<file path="src/rtl/mmu_pkg.sv">
// Shared defaults, FSM state encoding and lane-slice helper for the MMU feeder.
package mmu_pkg;

  localparam int MMU_N  = 4;
  localparam int MMU_DW = 8;

  typedef enum logic [2:0] {
    IDLE     = 3'd0,
    LOAD_WT  = 3'd1,
    SHIFT_WT = 3'd2,
    STREAM   = 3'd3,
    DRAIN    = 3'd4
  } mmu_state_e;

  // LSB position of lane `lane` in a packed row of `dw`-bit elements.
  function automatic int lane_lsb(input int lane, input int dw);
    return lane * dw;
  endfunction

endpackage

</file>
<file path="src/rtl/mmu_feeder_if.sv">
// Operand-side valid/ready handshakes plus the MMU-facing drive bundle.
// slave = feeder side; master = operand buffers and MMU observer.
interface mmu_feeder_if
  import mmu_pkg::*;
#(
  parameter int N  = MMU_N,
  parameter int DW = MMU_DW
);
  logic            wt_valid;
  logic            wt_ready;
  logic [N*DW-1:0] wt_row;
  logic            dat_valid;
  logic            dat_ready;
  logic            dat_last;
  logic [N*DW-1:0] dat_row;
  logic            control;
  logic [N*DW-1:0] wt_arr;
  logic [N*DW-1:0] data_arr;
  logic            busy;
  logic            done;

  modport master (
    output wt_valid, wt_row, dat_valid, dat_last, dat_row,
    input  wt_ready, dat_ready, control, wt_arr, data_arr, busy, done
  );

  modport slave (
    input  wt_valid, wt_row, dat_valid, dat_last, dat_row,
    output wt_ready, dat_ready, control, wt_arr, data_arr, busy, done
  );
endinterface

</file>
<file path="src/rtl/mmu_skew_line.sv">
// Zero-reset DEPTH-stage delay line for one lane; DEPTH=0 is a plain wire.
// Latency DEPTH cycles, never stalls.
module mmu_skew_line #(
  parameter int DEPTH = 1,
  parameter int DW    = 8
) (
  input  logic          clk,
  input  logic          rst_n,
  input  logic [DW-1:0] din,
  output logic [DW-1:0] dout
);

  if (DEPTH == 0) begin : g_wire
    logic unused_clk_rst;
    assign unused_clk_rst = clk ^ rst_n;
    assign dout = din;
  end else begin : g_shift
    logic [DEPTH-1:0][DW-1:0] stage_q, stage_d;

    always_comb begin
      stage_d    = stage_q;
      stage_d[0] = din;
      for (int i = 1; i < DEPTH; i++) stage_d[i] = stage_q[i-1];
    end

    always_ff @(posedge clk or negedge rst_n) begin
      if (!rst_n) stage_q <= '0;
      else        stage_q <= stage_d;
    end

    assign dout = stage_q[DEPTH-1];
  end

endmodule

</file>
<file path="src/rtl/mmu_feeder.sv">
// Buffers N weight rows, shifts them into the MMU (control=1, N cycles), then streams diagonally skewed activations.
// Registered outputs; lane j lags acceptance by j edges; ready is state-driven. MMU_FEEDER_BUBBLE_CNT_EN adds bubble_cnt.
module mmu_feeder
  import mmu_pkg::*;
#(
  parameter int N  = MMU_N,
  parameter int DW = MMU_DW
) (
  input  logic clk,
  input  logic rst_n,
  mmu_feeder_if.slave bus
`ifdef MMU_FEEDER_BUBBLE_CNT_EN
  ,
  output logic [15:0] bubble_cnt
`endif
);

  localparam int CW = (N > 1) ? $clog2(N) : 1;
  localparam logic [CW-1:0] LAST_IDX   = CW'(N - 1);
  localparam logic [CW-1:0] DRAIN_LAST = CW'(N - 2);

  mmu_state_e state_q, state_d;
  logic [CW-1:0] wt_cnt_q, wt_cnt_d;
  logic [CW-1:0] sh_cnt_q, sh_cnt_d;
  logic [CW-1:0] drain_cnt_q, drain_cnt_d;
  logic [N-1:0][N*DW-1:0] wt_buf_q, wt_buf_d;

  logic            control_q, control_d;
  logic [N*DW-1:0] wt_arr_q, wt_arr_d;
  logic [N*DW-1:0] data_arr_q, data_arr_d;
  logic            wt_ready_q, wt_ready_d;
  logic            dat_ready_q, dat_ready_d;
  logic            busy_q, busy_d;
  logic            done_q, done_d;

  logic            wt_hs, dat_hs;
  logic [N*DW-1:0] skew_in, skew_out;

  // Ready flops only rise in the states that accept, so these imply the state.
  assign wt_hs   = bus.wt_valid  & wt_ready_q;
  assign dat_hs  = bus.dat_valid & dat_ready_q;
  assign skew_in = dat_hs ? bus.dat_row : '0;

  for (genvar j = 0; j < N; j++) begin : g_lane
    mmu_skew_line #(.DEPTH(j), .DW(DW)) u_line (
      .clk  (clk),
      .rst_n(rst_n),
      .din  (skew_in[lane_lsb(j, DW) +: DW]),
      .dout (skew_out[lane_lsb(j, DW) +: DW])
    );
  end

  always_comb begin
    state_d     = state_q;
    wt_cnt_d    = wt_cnt_q;
    sh_cnt_d    = sh_cnt_q;
    drain_cnt_d = drain_cnt_q;
    wt_buf_d    = wt_buf_q;
    if (wt_hs) wt_buf_d[wt_cnt_q] = bus.wt_row;

    case (state_q)
      IDLE, LOAD_WT: begin
        if (wt_hs) begin
          if (wt_cnt_q == LAST_IDX) begin
            state_d  = SHIFT_WT;
            wt_cnt_d = '0;
            sh_cnt_d = '0;
          end else begin
            state_d  = LOAD_WT;
            wt_cnt_d = wt_cnt_q + 1'b1;
          end
        end
      end
      SHIFT_WT: begin
        if (sh_cnt_q == LAST_IDX) begin
          state_d  = STREAM;
          sh_cnt_d = '0;
        end else begin
          sh_cnt_d = sh_cnt_q + 1'b1;
        end
      end
      STREAM: begin
        if (dat_hs && bus.dat_last) begin
          state_d     = DRAIN;
          drain_cnt_d = '0;
        end
      end
      DRAIN: begin
        if (drain_cnt_q == DRAIN_LAST) begin
          state_d     = IDLE;
          drain_cnt_d = '0;
        end else begin
          drain_cnt_d = drain_cnt_q + 1'b1;
        end
      end
      default: state_d = IDLE;
    endcase

    // Outputs track the next state so they line up with the state register.
    control_d   = (state_d == SHIFT_WT);
    wt_arr_d    = control_d ? wt_buf_d[sh_cnt_d] : '0;
    data_arr_d  = skew_out;
    wt_ready_d  = (state_d == IDLE) || (state_d == LOAD_WT);
    dat_ready_d = (state_d == STREAM);
    busy_d      = (state_d != IDLE);
    done_d      = (state_d == DRAIN) && (drain_cnt_d == DRAIN_LAST);
  end

  always_ff @(posedge clk or negedge rst_n) begin
    if (!rst_n) begin
      state_q     <= IDLE;
      wt_cnt_q    <= '0;
      sh_cnt_q    <= '0;
      drain_cnt_q <= '0;
      wt_buf_q    <= '0;
      control_q   <= 1'b0;
      wt_arr_q    <= '0;
      data_arr_q  <= '0;
      wt_ready_q  <= 1'b0;
      dat_ready_q <= 1'b0;
      busy_q      <= 1'b0;
      done_q      <= 1'b0;
    end else begin
      state_q     <= state_d;
      wt_cnt_q    <= wt_cnt_d;
      sh_cnt_q    <= sh_cnt_d;
      drain_cnt_q <= drain_cnt_d;
      wt_buf_q    <= wt_buf_d;
      control_q   <= control_d;
      wt_arr_q    <= wt_arr_d;
      data_arr_q  <= data_arr_d;
      wt_ready_q  <= wt_ready_d;
      dat_ready_q <= dat_ready_d;
      busy_q      <= busy_d;
      done_q      <= done_d;
    end
  end

  assign bus.control   = control_q;
  assign bus.wt_arr    = wt_arr_q;
  assign bus.data_arr  = data_arr_q;
  assign bus.wt_ready  = wt_ready_q;
  assign bus.dat_ready = dat_ready_q;
  assign bus.busy      = busy_q;
  assign bus.done      = done_q;

`ifdef MMU_FEEDER_BUBBLE_CNT_EN
  logic [15:0] bubble_cnt_q, bubble_cnt_d;

  always_comb begin
    bubble_cnt_d = bubble_cnt_q;
    if (state_d == SHIFT_WT && state_q != SHIFT_WT)
      bubble_cnt_d = '0;
    else if (state_q == STREAM && !dat_hs && bubble_cnt_q != 16'hFFFF)
      bubble_cnt_d = bubble_cnt_q + 16'd1;
  end

  always_ff @(posedge clk or negedge rst_n) begin
    if (!rst_n) bubble_cnt_q <= '0;
    else        bubble_cnt_q <= bubble_cnt_d;
  end

  assign bubble_cnt = bubble_cnt_q;
`endif

endmodule

</file>
<file path="src/flat_wrapper.sv">
// flat-port wrapper written by rule: the top's interface ports become plain ports
module mmu_feeder_flat import mmu_pkg::*;
#(
  parameter int N  = MMU_N,
  parameter int DW = MMU_DW
)
  (clk, rst_n, bus_wt_valid, bus_wt_row, bus_dat_valid, bus_dat_last, bus_dat_row, bus_wt_ready, bus_dat_ready, bus_control, bus_wt_arr, bus_data_arr, bus_busy, bus_done);
  mmu_feeder_if #(.N(N), .DW(DW)) bus_i ();
  input  logic clk;
  input  logic rst_n;
  input wire logic [$bits(bus_i.wt_valid)-1:0] bus_wt_valid;
  input wire logic [$bits(bus_i.wt_row)-1:0] bus_wt_row;
  input wire logic [$bits(bus_i.dat_valid)-1:0] bus_dat_valid;
  input wire logic [$bits(bus_i.dat_last)-1:0] bus_dat_last;
  input wire logic [$bits(bus_i.dat_row)-1:0] bus_dat_row;
  output wire logic [$bits(bus_i.wt_ready)-1:0] bus_wt_ready;
  output wire logic [$bits(bus_i.dat_ready)-1:0] bus_dat_ready;
  output wire logic [$bits(bus_i.control)-1:0] bus_control;
  output wire logic [$bits(bus_i.wt_arr)-1:0] bus_wt_arr;
  output wire logic [$bits(bus_i.data_arr)-1:0] bus_data_arr;
  output wire logic [$bits(bus_i.busy)-1:0] bus_busy;
  output wire logic [$bits(bus_i.done)-1:0] bus_done;
  assign bus_i.wt_valid = bus_wt_valid;
  assign bus_i.wt_row = bus_wt_row;
  assign bus_i.dat_valid = bus_dat_valid;
  assign bus_i.dat_last = bus_dat_last;
  assign bus_i.dat_row = bus_dat_row;
  assign bus_wt_ready = bus_i.wt_ready;
  assign bus_dat_ready = bus_i.dat_ready;
  assign bus_control = bus_i.control;
  assign bus_wt_arr = bus_i.wt_arr;
  assign bus_data_arr = bus_i.data_arr;
  assign bus_busy = bus_i.busy;
  assign bus_done = bus_i.done;
  mmu_feeder #(.N(N), .DW(DW)) u_core (.clk(clk), .rst_n(rst_n), .bus(bus_i));
endmodule
</file>
<file path="config.mk">
export PLATFORM = sky130hd
export DESIGN_NAME = mmu_feeder_flat
export DESIGN_NICKNAME = d
export VERILOG_FILES = /design/src/rtl/mmu_pkg.sv /design/src/rtl/mmu_feeder_if.sv /design/src/rtl/mmu_skew_line.sv /design/src/rtl/mmu_feeder.sv /design/src/flat_wrapper.sv
export SDC_FILE = /design/constraint.sdc
export NUM_CORES = 1
export LEC_CHECK = 0
export CAP_MARGIN = 10
export CORE_UTILIZATION = 56
export DETAILED_ROUTE_END_ITERATION = 10
export GPL_ROUTABILITY_DRIVEN = 1
export GPL_TIMING_DRIVEN = 1
export PLACE_DENSITY_LB_ADDON = 0.1
export SLEW_MARGIN = 20
export SYNTH_ARGS = -nofsm -noshare
export SYNTH_HDL_FRONTEND = slang
export SYNTH_SLANG_ARGS = --single-unit
export TNS_END_PERCENT = 1
</file>
<file path="constraint.sdc">
create_clock -name clk -period 2.6 [get_ports clk]
set_input_delay 0.65 -clock clk [delete_from_list [all_inputs] [get_ports clk]]
set_output_delay 0.65 -clock clk [all_outputs]
set_load 0.01 [all_outputs]
</file>
==> impl_metrics.py, run 1 <==
metrics = {
    "yosys": {
        "netlist_instances": 919,
        "ys_seq_area_share_pct": 58.1,
        "ys_types": 54,
        "synth_top_area_cell": "dfrtp_1",
        "synth-edff-count": 0,
        "synth_area_um2": 10900,
        "ys_ff_latch": 254,
        "synth_area_per_cell_um2": 11.9,
        "synthTopCellsByArea": "dfrtp_1 (58%), mux2i_1 (5.0%), mux2_2 (4.4%), a2111oi_2 (3.6%), nand2_1 (3.1%)",
        "yosys_most_used_dff": "dfrtp_1",
        "yosys_warnings": 0,
        "yosysTopAreaCellShare_pct": 58.1,
        "synth-async-reset-ratio_pct": 100,
        "syn-num-nets": 994,
    },
    "power_and_ir_drop": {
        "leakage_uw": 0.00692,
        "max-vdd-ir-drop_mv": 0.753,
        "p_per_area_nw_per_um2": 1290,
        "total_power_uw": 18400,
    },
    "timing": {
        "setup_slack_ns": 0.141,
        "finalMaxSlewViolations": 0,
        "max_slew.worst_pin.slew_ns": 0.588,
        "fmax_ghz": 0.407,
        "fin_crit_ns": 2.46,
        "finalCritPeriodShare_pct": 94.6,
        "slew_headroom_pct": 60.7,
        "hold_viol": 0,
        "rsz0062_at_grt": "no",
        "fin_worst_skew_ns": 0.0194,
        "final-setup-viol-count": 0,
        "fin_tns_setup_ns": 0,
    },
    "setup_path": {
        "rr_worst_depth": 8,
        "cp-end-kind": "register",
        "r2r_slack_ns": 0.14,
        "path_max_fanout": 40,
        "worstPathArrival_ns": 2.85,
        "crit_type": "register to register",
        "reg2reg_from": "u_core.sh_cnt_q[1]",
        "start_kind": "register",
        "crit_required_ns": 2.99,
        "reg2reg_to": "u_core.bus.wt_arr[14]",
    },
    "clock_tree": {
        "cts_root_buf": "clkbuf_16",
        "hold_buffers": 0,
        "numClockSinks": 254,
        "cts_tree": "built",
        "clock_path_buffers": 3,
        "htreeDepth": 1,
        "worstSkewPairLatency_ns": 0.53,
        "clkSlewWorstSetupHoldPaths_ns": 0.06,
        "cts_buffers": 26,
    },
    "drt": {
        "first_iter_violations": 573,
        "drc": 0,
        "routed_wl_um": 26600,
        "avgRoutedWirePerCell_um": 19.1,
        "routed-via-count": 8137,
        "dr.pass1.iters": 5,
        "ant_nets": 0,
        "viasPerCell": 5.85,
    },
    "floorplan": {
        "die_h_um": 142,
        "start_util_pct": 57.8,
        "io-pin-count": 138,
        "die_w_um": 142,
        "die-area_um2": 20100,
        "core-area_um2": 19000,
        "rows": 50,
    },
    "placed_design": {
        "place.port_buffers": 137,
        "post-place-ws_ns": -0.224,
        "dpl.hpwl_um": 16600,
        "place_congestion": 0.830,
    },
    "run_status": {
        "status": "complete, no violations",
    },
    "global_route": {
        "grt_pass1_wl_um": 43800,
        "grt_pass1_vias": 8345,
        "grt_max_degree": 70,
        "grt_antenna_before_repair": 1,
        "grt.overflow.total": 0,
        "grtUsageTotal_pct": 27.8,
    },
    "layout": {
        "nets": 1187,
        "area_growth_pct": 30.4,
        "final_layout_size_suffix_gt1_share_pct": 22.8,
    },
    "hold_path": {
        "holdCritPathClass": "input pin to asynchronous set/reset pin",
    },
    "run": {
        "drv_cap": 0,
    },
}
## through the flow
stage	instances	hold WS, ns	util [%]	area [µm²]
final	1392	0.0843	75.3	14300
after global routing	1392	0.118	75.3	14300
after CTS	1391	0.0876	75.3	14300
after detailed placement	1344	0.335	70.6	13400
after global placement	1344	0.331	70.6	13400
after floorplan	919	0.331	-	10900
## registers in the layout, summed over array words and instances (netlist names), 2 cells and up
| signal | cells |
|---|---|
| u_core.g_lane.u_line.g_shift.stage_d | 24 |
| u_core.g_lane.u_line.dout | 24 |
| u_core.wt_cnt_q | 2 |
| u_core.wt_buf_q | 128 |
| u_core.drain_cnt_q | 2 |
| u_core.bus.wt_arr | 32 |
| u_core.state_q | 3 |
| u_core.sh_cnt_q | 2 |
| u_core.bus.data_arr | 32 |
## synth_stat cells (all sizes together) (28+ instances only)
cell and instances:
dfrtp 254, nand2 92, inv 62, nor3 61, mux2i 55, mux2 44, buf 41, a21oi 35
and3 35, clkbuf 30, a2111oi 28, a31o 28
## worst max-delay path: stages (launching register included)
cell      delay, ns
dfrtp_1        0.44
ha_1           0.33
nor4bb_4       0.44
a31oi_2        0.10
and2_4         0.18
inv_4          0.11
buf_12         0.21
a21oi_1        0.09
a311o_1        0.39
## how the worst max path moves through the flow
stage,slack [ns],startpoint,to
floorplan,0.35,bus_wt_valid,u_core.bus.wt_arr[22]
global placement,-0.17,bus_wt_valid,u_core.bus.wt_arr[31]
detailed placement,-0.22,bus_wt_valid,u_core.bus.wt_arr[14]
CTS,0.07,u_core.sh_cnt_q[1],u_core.bus.wt_arr[17]
global route,0.06,u_core.sh_cnt_q[1],u_core.bus.wt_arr[14]
finish,0.14,u_core.sh_cnt_q[1],u_core.bus.wt_arr[14]
## power by group
group / switching (µW) / internal, µW
sequential: 551 / 5350
combinational: 4740 / 3980
clock: 1500 / 2290
## routing by layer
metal / track usage, % / part of all wire [%]
met5: 0 / 0
met4: 9.51 / 2.5
met3: 3.34 / 5.2
met2: 46.0 / 49
met1: 38.1 / 43
## cell families after synthesis
logic type / synth area share (%)
AND/OR/NAND/NOR: 11.6
flip-flops: 58.1
multiplexers: 9.59
buffers and inverters: 5.51
adder cells (fa/ha/maj): 0.686
AO/OA/AOI/OAI: 14.5
## cell usage in the layout, fill, tap and decap left out, types with 26 or more instances in the layout
cell type        Yosys  routed
clkbuf_16            0      27
a31o_2              28      28
nor3_1              61      61
buf_12               0      27
nand2_1             91      91
mux2i_1             55      55
a2111oi_2           26      26
and3_1              35      34
o31a_1              27      27
dfrtp_1            254     254
mux2_2              43      43
a311o_1             27      27
buf_4                2      72
clkdlybuf4s50_1      0     136
a21oi_1             33      33
nor4_1              27      27
inv_1               59      59
## cell type report
class / instances / area (µm²)
inverters: 62 / 235
clock buffers: 40 / 795
diodes: 1 / 2.50
well taps: 260 / 325
flip-flops and latches: 254 / 6360
multi-input cells: 532 / 4020
repair buffers: 236 / 2460
clock inverters: 7 / 88.8
fillers: 1235 / 4680
## timing repair
| item | 4_1_cts | 5_1_grt |
|---|---|---|
| endpoints found under the hold margin | 0 | 0 |
| gates resized for setup | 0 | 1 |
| setup endpoints to repair | 0 | 9 |
| setup buffers | 0 | 0 |
(Power assumes the default switching activity.)
==> inputs of run 2 (changes only) <==
CORE_UTILIZATION = 54   (was 56)
SYNTH_HIERARCHICAL = 1   (was not set)
==> run 2 against run 1 <==
Net effect:
- critical path depth is 7 lower
- wire length is 27% lower
- via count is 30% lower
- fmax is 2.6% higher
- synthesized cell count is 30% lower
- sequential cell count stayed put
- cell count is 25% lower
- register-to-register slack better by 0.22 ns
- synthesized area is 11% lower
- count of clock-buffer cells in the layout is 5 lower
- largest cell class unchanged
- highest routed layer unchanged
==> impl_metrics.py, run 2 <==
metrics = {
    "run_status": {
        "status": "complete, no violations",
    },
    "power_and_ir_drop": {
        "switching_power_uw": 4350,
        "internal_power_uw": 10900,
        "power_frac_clock_pct": 25.0,
        "swShare_pct": 28.6,
        "total_power_uw": 15200,
        "seqPwrFrac_pct": 38.2,
        "max-vdd-ir-drop_mv": 0.713,
        "comb_power_share_pct": 36.7,
        "leakage_uw": 0.00578,
        "p_per_area_nw_per_um2": 1210,
    },
    "yosys": {
        "synth.most_common_cell": "dfrtp_1",
        "ys_ff_latch": 254,
        "ys_seq_area_share_pct": 65.2,
        "synth_area_um2": 9750,
        "syn-num-nets": 719,
        "ys_types": 39,
        "yosys_most_used_dff": "dfrtp_1",
        "synth-edff-count": 0,
        "synthTopCellsByArea": "dfrtp_1 (65%), mux2_2 (18%), nand2b_1 (4.1%), a32o_1 (3.2%), and3_1 (2.1%)",
        "yosysTopAreaCellShare_pct": 65.2,
        "synth-async-reset-ratio_pct": 100,
        "yosys_warnings": 6,
        "synth.top_cells.by_count": "dfrtp_1 (254), mux2_2 (159), nand2b_1 (64)",
        "synth_top_area_cell": "dfrtp_1",
        "synth_area_per_cell_um2": 15.1,
        "netlist_instances": 644,
    },
    "global_route": {
        "grt.overflow.total": 0,
        "grtUsageMet1_pct": 29.9,
        "grt_use_met3_pct": 4.25,
        "grt_pass1_vias": 6289,
        "grt_max_degree": 78,
        "grt_antenna_before_repair": 0,
        "grt_pass1_wl_um": 32100,
        "grtUsageTotal_pct": 22.3,
        "gr-usage-met2_pct": 37.5,
        "grt-busiest-layer": "met2",
    },
    "timing": {
        "fin_worst_skew_ns": 0.00754,
        "rsz0062_at_grt": "no",
        "final-setup-viol-count": 0,
        "max_slew.worst_pin.slew_ns": 0.607,
        "fmax_ghz": 0.417,
        "hold_viol": 0,
        "slew_headroom_pct": 59.5,
        "finalCritPeriodShare_pct": 92.2,
        "setup_slack_ns": 0.204,
        "hold_ws_ns": 0.104,
        "fin_crit_ns": 2.40,
        "finalMaxSlewViolations": 0,
    },
    "clock_tree": {
        "htreeDepth": 1,
        "cts_root_buf": "clkbuf_16",
        "cts_buffers": 26,
        "clkSlewWorstSetupHoldPaths_ns": 0.06,
        "cts_tree": "built",
        "worstSkewPairLatency_ns": 0.51,
        "clock_path_buffers": 3,
        "cts_resized": 0,
        "numClockSinks": 254,
        "post_cts_buffers": 0,
        "hold_buffers": 0,
    },
    "setup_path": {
        "crit_type": "register to output pin",
        "cp_top_family": "buffers and inverters",
        "crit_required_ns": 1.95,
        "worstPathArrival_ns": 1.75,
        "critPathSlowestCell": "clkdlybuf4s50_1",
        "critical_path.max_stage_delay_ns": 0.63,
        "start_kind": "register",
        "path_buf_inv": 1,
        "path_max_fanout": 14,
        "cp-end-kind": "output pin",
        "crit_chain": "clkdlybuf4s50_1",
    },
    "floorplan": {
        "rows": 48,
        "start_util_pct": 55.8,
        "die-area_um2": 18600,
        "die_w_um": 136,
        "core-area_um2": 17500,
        "die_h_um": 136,
        "io-pin-count": 138,
    },
    "drt": {
        "drc": 0,
        "routed-via-count": 5687,
        "dr.pass1.iters": 4,
        "first_iter_violations": 314,
        "ant_nets": 0,
        "routed_wl_um": 19500,
        "viasPerCell": 5.43,
        "avgRoutedWirePerCell_um": 18.6,
    },
    "layout": {
        "area_growth_pct": 29.2,
        "fin_area_um2": 12600,
        "diodes": 0,
        "top_register": "u_core/wt_buf_q",
        "final_layout_size_suffix_gt1_share_pct": 31.0,
        "fin_util_pct": 72.1,
        "layout_common_cells": "dfrtp_1 (254), mux2_2 (159), clkdlybuf4s50_1 (136)",
        "nets": 882,
        "layout_commonest_cell": "dfrtp_1",
        "largest_register_ffs": 128,
    },
    "placed_design": {
        "place_congestion": 0.796,
        "dpl.hpwl_um": 12400,
        "post-place-ws_ns": -0.201,
        "place_area_um2": 11700,
        "place.port_buffers": 137,
    },
    "run": {
        "drv_cap": 0,
    },
    "hold_path": {
        "holdCritPathClass": "input pin to asynchronous set/reset pin",
    },
}
[run 2: area by class of cell]
cell class	instances	area, µm²
Clock buffer	35	734
Clock inverter	9	156
Fill cell	1115	4870
Inverter	6	22.5
Multi-Input combinational cell	340	3130
Sequential cell	254	6360
Tap cell	225	282
Timing Repair Buffer	179	1920
[run 2: through the flow]
stage / TNS [ns] / std cells
after CTS: 0 / 1048
final: 0 / 1048
after global placement: -3.23 / 1004
after global routing: 0 / 1048
after detailed placement: -5.69 / 1004
after floorplan: 0 / 644
[run 2: final timing paths]
check                                                            start                              end  slack, ns  cells after the start
max                                               u_core/bus.dat_ready                    bus_dat_ready       0.20                      1
min                                                              rst_n             u_core/wt_buf_q[104]       0.10                      1
max reg2reg                                          u_core/state_q[2]            u_core/bus.wt_arr[25]       0.36                      6
min reg2reg                u_core/g_lane[2].u_line/g_shift.stage_d[11]  u_core/g_lane[2].u_line/dout[3]       0.35                      0
max in group asynchronous                                        rst_n             u_core/wt_buf_q[112]       1.74                      2
min in group clk           u_core/g_lane[2].u_line/g_shift.stage_d[11]  u_core/g_lane[2].u_line/dout[3]       0.35                      0
[run 2: metal layers]
| metal | part of all wire [%] | vias to the layer above | routed length [µm] |
|---|---|---|---|
| li1 | - | 2587 | - |
| met1 | 44 | 2947 | 8660 |
| met2 | 49 | 131 | 9610 |
| met3 | 5.0 | 22 | 979 |
| met4 | 1.4 | 0 | 272 |
| met5 | 0 | - | 0 |
[run 2: kinds of logic (layout without fill, tap and decap cells)]
logic type	after synthesis	in the layout	synth area share [%]
muxes	164	164	19.0
buffers and inverters	50	229	2.83
and+or+nand+nor	121	121	7.54
DFF	254	254	65.2
AOI/OAI and AO/OA	49	49	4.64
adders and majority gates	6	6	0.770
[run 2: power by group through the flow]
stage | sequential, µW | clock, µW | combinational [µW]
final | 5820 | 3810 | 5590
after global routing | 5960 | 4060 | 6050
after CTS | 5830 | 3900 | 5620
after detailed placement | 5880 | 0 | 5570
after global placement | 5800 | 0 | 5400
after floorplan | 5830 | 0 | 3440
